**src/rtl/debounce_sync.sv**
```systemverilog
// debounce_sync: input conditioning for a raw asynchronous level.
// The input passes through a SYNC_STAGES flop synchroniser. A change is
// accepted only after the synchronised level has differed from the current
// output for DEBOUNCE_CYCLES consecutive clocks. The stage then presents a
// clean level (q/qb) and single-cycle rise/fall pulses, and busy is high
// while a candidate change is being qualified.
// Optional feature: define DEBOUNCE_LONG_PRESS_EN to enable a one-shot
// long_press pulse after q has been held high for LONG_CYCLES clocks.
// Without that macro, long_press is tied to 0.
module debounce_sync #(
    parameter int unsigned SYNC_STAGES     = 2,
    parameter int unsigned DEBOUNCE_CYCLES = 16,
    parameter int unsigned CNT_W           = 16,
    parameter bit          RESET_LEVEL     = 1'b0,
    parameter int unsigned LONG_CYCLES     = 1000
) (
    input  logic clk,
    input  logic rst_n,
    input  logic d,
    output logic q,
    output logic qb,
    output logic rise,
    output logic fall,
    output logic busy,
    output logic long_press
);

    // FSM encoding
    localparam logic [1:0] ST_STABLE_LO = 2'd0;
    localparam logic [1:0] ST_STABLE_HI = 2'd1;
    localparam logic [1:0] ST_WAIT_HI   = 2'd2;
    localparam logic [1:0] ST_WAIT_LO   = 2'd3;

    localparam logic [1:0]       RST_STATE = RESET_LEVEL ? ST_STABLE_HI : ST_STABLE_LO;
    localparam bit               DEB_ONE   = (DEBOUNCE_CYCLES == 1);
    localparam logic [CNT_W-1:0] CNT_ONE   = CNT_W'(1);
    // Count value on which the final qualifying cycle commits the new level.
    localparam logic [CNT_W-1:0] DEB_LAST  = CNT_W'(DEBOUNCE_CYCLES - 1);

    // Reject illegal configurations at elaboration.
    if ((SYNC_STAGES < 2) || (SYNC_STAGES > 4) ||
        (DEBOUNCE_CYCLES < 1) || ((DEBOUNCE_CYCLES >> CNT_W) != 0) ||
        (LONG_CYCLES < 1) || ((LONG_CYCLES >> CNT_W) != 0)) begin : g_bad_params
        $error("debounce_sync: illegal parameter combination");
    end

    logic [SYNC_STAGES-1:0] r_sync;
    logic                   w_ds;
    logic [1:0]             r_state;
    logic [CNT_W-1:0]       r_cnt;
    logic                   r_q;
    logic                   r_rise;
    logic                   r_fall;

    assign w_ds = r_sync[SYNC_STAGES-1];

    // Synchroniser chain: the only logic that samples the raw input d.
    // NOTE: the chain is reset to RESET_LEVEL so the FSM never sees X or a phantom edge after reset.
    always_ff @(posedge clk or negedge rst_n) begin
        if (!rst_n) begin
            r_sync <= {SYNC_STAGES{RESET_LEVEL}};
        end else begin
            r_sync <= {r_sync[SYNC_STAGES-2:0], d};
        end
    end

    // Debounce FSM: qualifies each candidate change and emits the edge pulses.
    // NOTE: all state is updated with non-blocking assignments so every flop samples pre-edge values.
    always_ff @(posedge clk or negedge rst_n) begin
        if (!rst_n) begin
            r_state <= RST_STATE;
            r_cnt   <= '0;
            r_q     <= RESET_LEVEL;
            r_rise  <= 1'b0;
            r_fall  <= 1'b0;
        end else begin
            r_rise <= 1'b0;
            r_fall <= 1'b0;
            case (r_state)
                ST_STABLE_LO: begin
                    if (w_ds) begin
                        if (DEB_ONE) begin
                            r_state <= ST_STABLE_HI;
                            r_q     <= 1'b1;
                            r_rise  <= 1'b1;
                        end else begin
                            r_state <= ST_WAIT_HI;
                            r_cnt   <= CNT_ONE;
                        end
                    end
                end
                ST_STABLE_HI: begin
                    if (!w_ds) begin
                        if (DEB_ONE) begin
                            r_state <= ST_STABLE_LO;
                            r_q     <= 1'b0;
                            r_fall  <= 1'b1;
                        end else begin
                            r_state <= ST_WAIT_LO;
                            r_cnt   <= CNT_ONE;
                        end
                    end
                end
                ST_WAIT_HI: begin
                    if (!w_ds) begin
                        // Bounce: drop back without touching the output.
                        r_state <= ST_STABLE_LO;
                        r_cnt   <= '0;
                    end else if (r_cnt >= DEB_LAST) begin
                        r_state <= ST_STABLE_HI;
                        r_cnt   <= '0;
                        r_q     <= 1'b1;
                        r_rise  <= 1'b1;
                    end else begin
                        r_cnt <= r_cnt + 1'b1;
                    end
                end
                ST_WAIT_LO: begin
                    if (w_ds) begin
                        r_state <= ST_STABLE_HI;
                        r_cnt   <= '0;
                    end else if (r_cnt >= DEB_LAST) begin
                        r_state <= ST_STABLE_LO;
                        r_cnt   <= '0;
                        r_q     <= 1'b0;
                        r_fall  <= 1'b1;
                    end else begin
                        r_cnt <= r_cnt + 1'b1;
                    end
                end
                default: begin
                    r_state <= r_q ? ST_STABLE_HI : ST_STABLE_LO;
                    r_cnt   <= '0;
                end
            endcase
        end
    end

    assign q    = r_q;
    assign qb   = ~r_q;
    assign rise = r_rise;
    assign fall = r_fall;
    assign busy = (r_state == ST_WAIT_HI) || (r_state == ST_WAIT_LO);

`ifdef DEBOUNCE_LONG_PRESS_EN
    localparam logic [CNT_W-1:0] LP_LAST = CNT_W'(LONG_CYCLES - 1);

    logic [CNT_W-1:0] r_lp_cnt;
    logic             r_long_press;

    // Long-press timer: counts clocks spent staying in STABLE_HI, fires once, then saturates.
    always_ff @(posedge clk or negedge rst_n) begin
        if (!rst_n) begin
            r_lp_cnt     <= '0;
            r_long_press <= 1'b0;
        end else begin
            r_long_press <= 1'b0;
            if ((r_state == ST_STABLE_HI) && w_ds) begin
                if (r_lp_cnt < LP_LAST) begin
                    r_lp_cnt <= r_lp_cnt + 1'b1;
                end else if (r_lp_cnt == LP_LAST) begin
                    r_lp_cnt     <= r_lp_cnt + 1'b1;
                    r_long_press <= 1'b1;
                end
            end else begin
                r_lp_cnt <= '0;
            end
        end
    end

    assign long_press = r_long_press;
`else
    assign long_press = 1'b0;
`endif

endmodule

```
**config.mk**
```make
export PLATFORM = sky130hd
export DESIGN_NAME = debounce_sync
export DESIGN_NICKNAME = d
export VERILOG_FILES = /design/src/rtl/debounce_sync.sv
export SDC_FILE = /design/constraint.sdc
export NUM_CORES = 1
export LEC_CHECK = 0
export CORE_UTILIZATION = 40
export DETAILED_ROUTE_END_ITERATION = 10
export PLACE_DENSITY = 0.57
export RECOVER_POWER = 50
export SYNTH_ARGS = -nofsm -noshare
export SYNTH_HDL_FRONTEND = slang
export SYNTH_SLANG_ARGS = --single-unit
export TNS_END_PERCENT = 20
```
**constraint.sdc**
```tcl
create_clock -name clk -period 3.7 [get_ports clk]
set_input_delay 0.74 -clock clk [delete_from_list [all_inputs] [get_ports clk]]
set_output_delay 0.74 -clock clk [all_outputs]
set_load 0.02 [all_outputs]
```
# ---- Word-level counts from Yosys, hierarchy flattened
# Cells that the tools add are included.
dict set report word_totals {
  reg_bits 23
  latch_bits 0
  mem_bits_rw 0
  romBits 0
  inputBits 3
  output_inout_bits 6
  wordCells 49
  n_memories 0
}
dict set report op_classes {
  add_sub_neg 1
  multipliers 0
  n_div 0
  n_lt_le_gt_ge 1
  n_eq_ne 11
  shift 0
  muxes 23
  bitwise 1
  reduce_logical 6
}
# cell count
set ops {}
lappend ops {{16-bit two-way mux} 5}
lappend ops {{16-bit case mux with 4 select lines} 1}
lappend ops {{16-bit by 1-bit adder with 16-bit output (second input constant)} 1}
lappend ops {{16-bit by 4-bit greater-or-equal comparator with 1-bit output (second input constant)} 1}
lappend ops {{2-bit two-way mux} 6}
lappend ops {{2-bit inequality test (second input constant)} 6}
lappend ops {{1-bit two-way mux} 9}
lappend ops {{2-bit case mux with 4 select lines} 1}
lappend ops {{3-bit inequality test (second input constant)} 2}
lappend ops {{5-bit AND reduction} 1}
lappend ops {{2-bit equality test (second input constant)} 2}
lappend ops {{4-bit AND reduction} 1}
lappend ops {{2-bit by 1-bit equality test with 1-bit output (second input constant)} 1}
lappend ops {{2-bit zero test} 1}
lappend ops {{1-bit case mux with 2 select lines} 1}
lappend ops {{2-bit AND reduction} 1}
lappend ops {{2-bit nonzero test} 1}
lappend ops {{1-bit logical OR} 1}
lappend ops {{1-bit inverter} 1}

# ---- Longest topological paths before layout
dict set report logic_depth {
  word_depth 4
  ltp_mapped 5
  ltp_nobuf 5
}

# ---- Worst setup path before layout
# No wires, ideal clock.
dict set report synth_path {
  kind {reg2reg}
  from {register r_cnt[11]}
  to {register with a tool-made name}
  setup_ps 125
  t_arrival_ps 1486
  required_time_ps 3575
  path_slack_ps 2089
  path_stages_with_launch 5
  path_buffers 0
  synth_period_minus_slack_ps 1611
  path_cell_list {dfrtp_1 -> nor4_1 -> nand4_1 -> o21ai_1 -> mux2_2}
}
# item line
set synth_lines {}
lappend synth_lines {{start, declared} 50} ;# logic [CNT_W-1:0] r_cnt;
lappend synth_lines {{start signal, assigned} 115} ;# r_cnt <= r_cnt + 1'b1;
lappend synth_lines {{start signal, assigned} 128} ;# r_cnt <= r_cnt + 1'b1;

# ---- Final worst setup path
dict set report layout_path {
  from {register r_state[1]}
  to {output busy}
}
dict set report layout_between {
  elab_chain_cells 2
  word_cells_on_any_way 3
  cone_classes {eq/ne: 2; reduce/logical: 1}
}
# item line
set layout_lines {}
lappend layout_lines {{start, declared} 49} ;# logic [1:0] r_state;
lappend layout_lines {{start signal, assigned} 132} ;# r_state <= r_q ? ST_STABLE_HI : ST_STABLE_LO;
lappend layout_lines {{2-bit equality test} 143} ;# assign busy = (r_state == ST_WAIT_HI) || (r_state == ST_WAIT_LO);
lappend layout_lines {{1-bit logical OR (*)} 143}
lappend layout_lines {{end, declared} 24} ;# output logic busy,
# Every way passes the cells marked *; elsewhere a longest branch is shown, timed or not.

==> flow_metrics.tcl <==
set metrics [dict create \
    wl_mm 1.697 \
    ys_seq_elements 23 \
    overflow 0 \
    numPortBuffers 7 \
    antenna_found_initial 0 \
    synth.distinct_cells 33 \
    fin_area_sq_um 1097 \
    final_common_cell "dfrtp_1" \
    dp_hpwl_mm 1.209 \
    via_count 655 \
    grt_pass1_vias 687 \
    antenna_left 0 \
    p_leak_nw 0.4979 \
    cts.repair.resized 0 \
    worstMarginPinSlew_ps 1010 \
    grt_max_degree 24 \
    clk_latency_ps 300 \
    avgSynthCellArea_sq_um 11.20 \
    grt_pass1_wl_mm 3.153 \
    drc 0 \
    holdPathStages 0 \
    drive_gt1_share_pct 5.263 \
    num-nets-final 100 \
    ff2ff_path_depth 4 \
    outcome "finished clean" \
    ctsHoldBuffers 0 \
    cp_slowest_cell "clkdlybuf4s50_1" \
    hold_violations 0 \
    cts_setup_buffers 0 \
    cp.depth 1 \
    n_fill_cell 207 \
    cts_root_buf "clkbuf_4" \
    fin_skew_ps 5.836 \
    placed_cell_area_sq_um 1071 \
    worstPathArrival_ps 1530 \
    drv_slew 0 \
    critPathLaunchType "flop" \
    die-width_microns 51.65 \
    dieArea_sq_um 2667 \
    clock_path_buffers 2 \
    place_ws_ps 1657 \
    diodes 0 \
    worstPathCellList "clkdlybuf4s50_1" \
    syn_area_sq_um 985.9 \
    vias_per_cell 5.325 \
    start_util_pct 43.32 \
    critPathCaptureType "primary output" \
    synth_cells 88 \
    routedWlPerCell_microns 13.80 \
    p_per_area_nw_per_um2 535.5 \
    mostFrequentLayoutCells "dfrtp_1 (23), and3_1 (7), clkdlybuf4s50_1 (5)" \
    synth_nets 92 \
    ir_worst_vdd_uv 358.6 \
    drt_first_pass_iters 4 \
    critical_path_buf_inv_count 1 \
    seq_area_frac_synth_pct 58.38 \
    drt_iter0_drc 3 \
    h-tree-depth 1 \
    final.period_utilization_pct 61.30 \
    setup_tns_ps 0 \
    cts_buffers 3 \
    crit_family "buffers and inverters" \
    num_rows 17 \
    crit_fanout 12 \
    ios 9 \
    gp_congestion 0.7303 \
    critPathMaxStageDelay_ps 670 \
    core_sq_um 2276 \
    setup_viol 0 \
    worst_slack_ps 1432 \
    area_growth_pct 11.29 \
    rsz0062_at_grt "no" \
    cts_tree "yes" \
    clk_pin_slew_ps 120 \
    min_period_ps 2268 \
    hold_path.class "reg2reg" \
    die_h_microns 51.65 \
    maxSlewHeadroom_pct 32.43 \
    cp.required_ps 2960 \
    critPathKind "reg2out" \
    cts.sinks 23 \
    drv_cap 0 \
    globalRouteTotalUtil_pct 16.10 \
    max_freq_ghz 0.4409 \
    yosys_warnings 0 \
]
-- stage by stage --
step	cells	utilization (%)	power, mW	hold slack [ps]
2_1_floorplan	88	-	0.4340	331.2
6_report	123	48.21	0.5876	369.1
5_1_grt	123	48.21	0.6290	376.7
4_1_cts	123	48.21	0.5967	372.6
3_3_place_gp	119	47.06	0.4785	341.3
3_5_place_dp	119	47.06	0.4815	336.3
-- flip-flops by register name, summed over array words and instances, names as in the netlist, named ones only --
signal,flops
r_sync,2
rise,1
r_state,1
r_cnt,16
fall,1
q,1
-- worst reg2reg max path: stages, from the launching register on --
cell     delay [ps]
dfrtp_1         440
nor4_1          410
nand4_1         300
o21ai_0         330
mux2_2          360
-- logic make-up (layout without fill, tap and decap cells) --
kind of cell / after synthesis / count (layout) / synth area share (%)
AND/OR/NAND/NOR: 31 / 31 / 18.40
flip-flops: 23 / 23 / 58.38
AO/OA/AOI/OAI: 19 / 19 / 13.33
buffers and inverters: 8 / 15 / 3.553
XOR/XNOR: 4 / 4 / 3.554
adder cells (fa/ha/maj): 1 / 1 / 1.269
other: 1 / 1 / 0.3803
multiplexers: 1 / 1 / 1.142
-- area by class of cell --
cell class	count	area, sq um	area share [%]
flip-flops and latches	23	575.6	52.45
multi-input cells	57	375.4	34.21
repair buffers	7	70.07	6.385
well taps	28	35.03	3.193
clock buffers	4	26.28	2.395
inverters	4	15.01	1.368
-- power breakdown --
group / internal, mW / total, mW / leakage (nW) / switching (mW)
clock: 0.0420 / 0.113 / 0.0150 / 0.0708
sequential: 0.276 / 0.315 / 0.309 / 0.0383
combinational: 0.0664 / 0.160 / 0.174 / 0.0937
-- path summary, 6_finish.rpt --
check	slack, ps	endpoint	startpoint
setup reg to reg	1760	flop	r_cnt[12]
hold / removal	370	r_sync[1]	r_sync[0]
setup / recovery	1430	busy	r_state[1]
hold reg to reg	370	r_sync[1]	r_sync[0]
min in group asynchronous	1050	r_cnt[12]	rst_n
max in group asynchronous	2050	r_sync[1]	rst_n
-- synth_stat cells --
master / instances / area [sq um]
a21boi_1: 1 / 7.510
a21o_1: 1 / 7.510
a21oi_1: 3 / 15.01
a22o_1: 1 / 8.760
a31oi_1: 1 / 6.260
a41o_1: 1 / 10.01
and2_1: 4 / 25.02
and3_1: 7 / 43.79
and4_1: 1 / 8.760
buf_2: 1 / 5.000
buf_4: 1 / 7.510
clkbuf_1: 2 / 7.510
conb_1: 1 / 3.750
dfrtp_1: 23 / 575.6
ha_1: 1 / 12.51
inv_1: 4 / 15.01
mux2_2: 1 / 11.26
nand2_1: 2 / 7.510
nand3_1: 2 / 10.01
nand4_1: 2 / 12.51
nor2_1: 3 / 11.26
nor3_1: 3 / 15.01
nor3b_1: 2 / 15.01
nor4_1: 4 / 25.02
o211ai_1: 1 / 7.510
o21a_1: 4 / 30.03
o21ai_0: 3 / 15.01
o21ai_1: 1 / 5.000
o21bai_2: 1 / 11.26
o31ai_1: 1 / 7.510
or4_1: 1 / 7.510
xnor2_1: 3 / 26.28
xor2_1: 1 / 8.760
-- layer usage --
layer  share of wire [%]  wire length [microns]  track usage [%]  up-vias
met3                 2.5                     43            3.216        2
met1                  52                    882            23.41      313
li1                    -                      -                -      331
met4                0.82                     14            7.207        0
met2                  45                    756            22.94        9
met5                   0                      0                0        -
(Power assumes the default switching activity.)
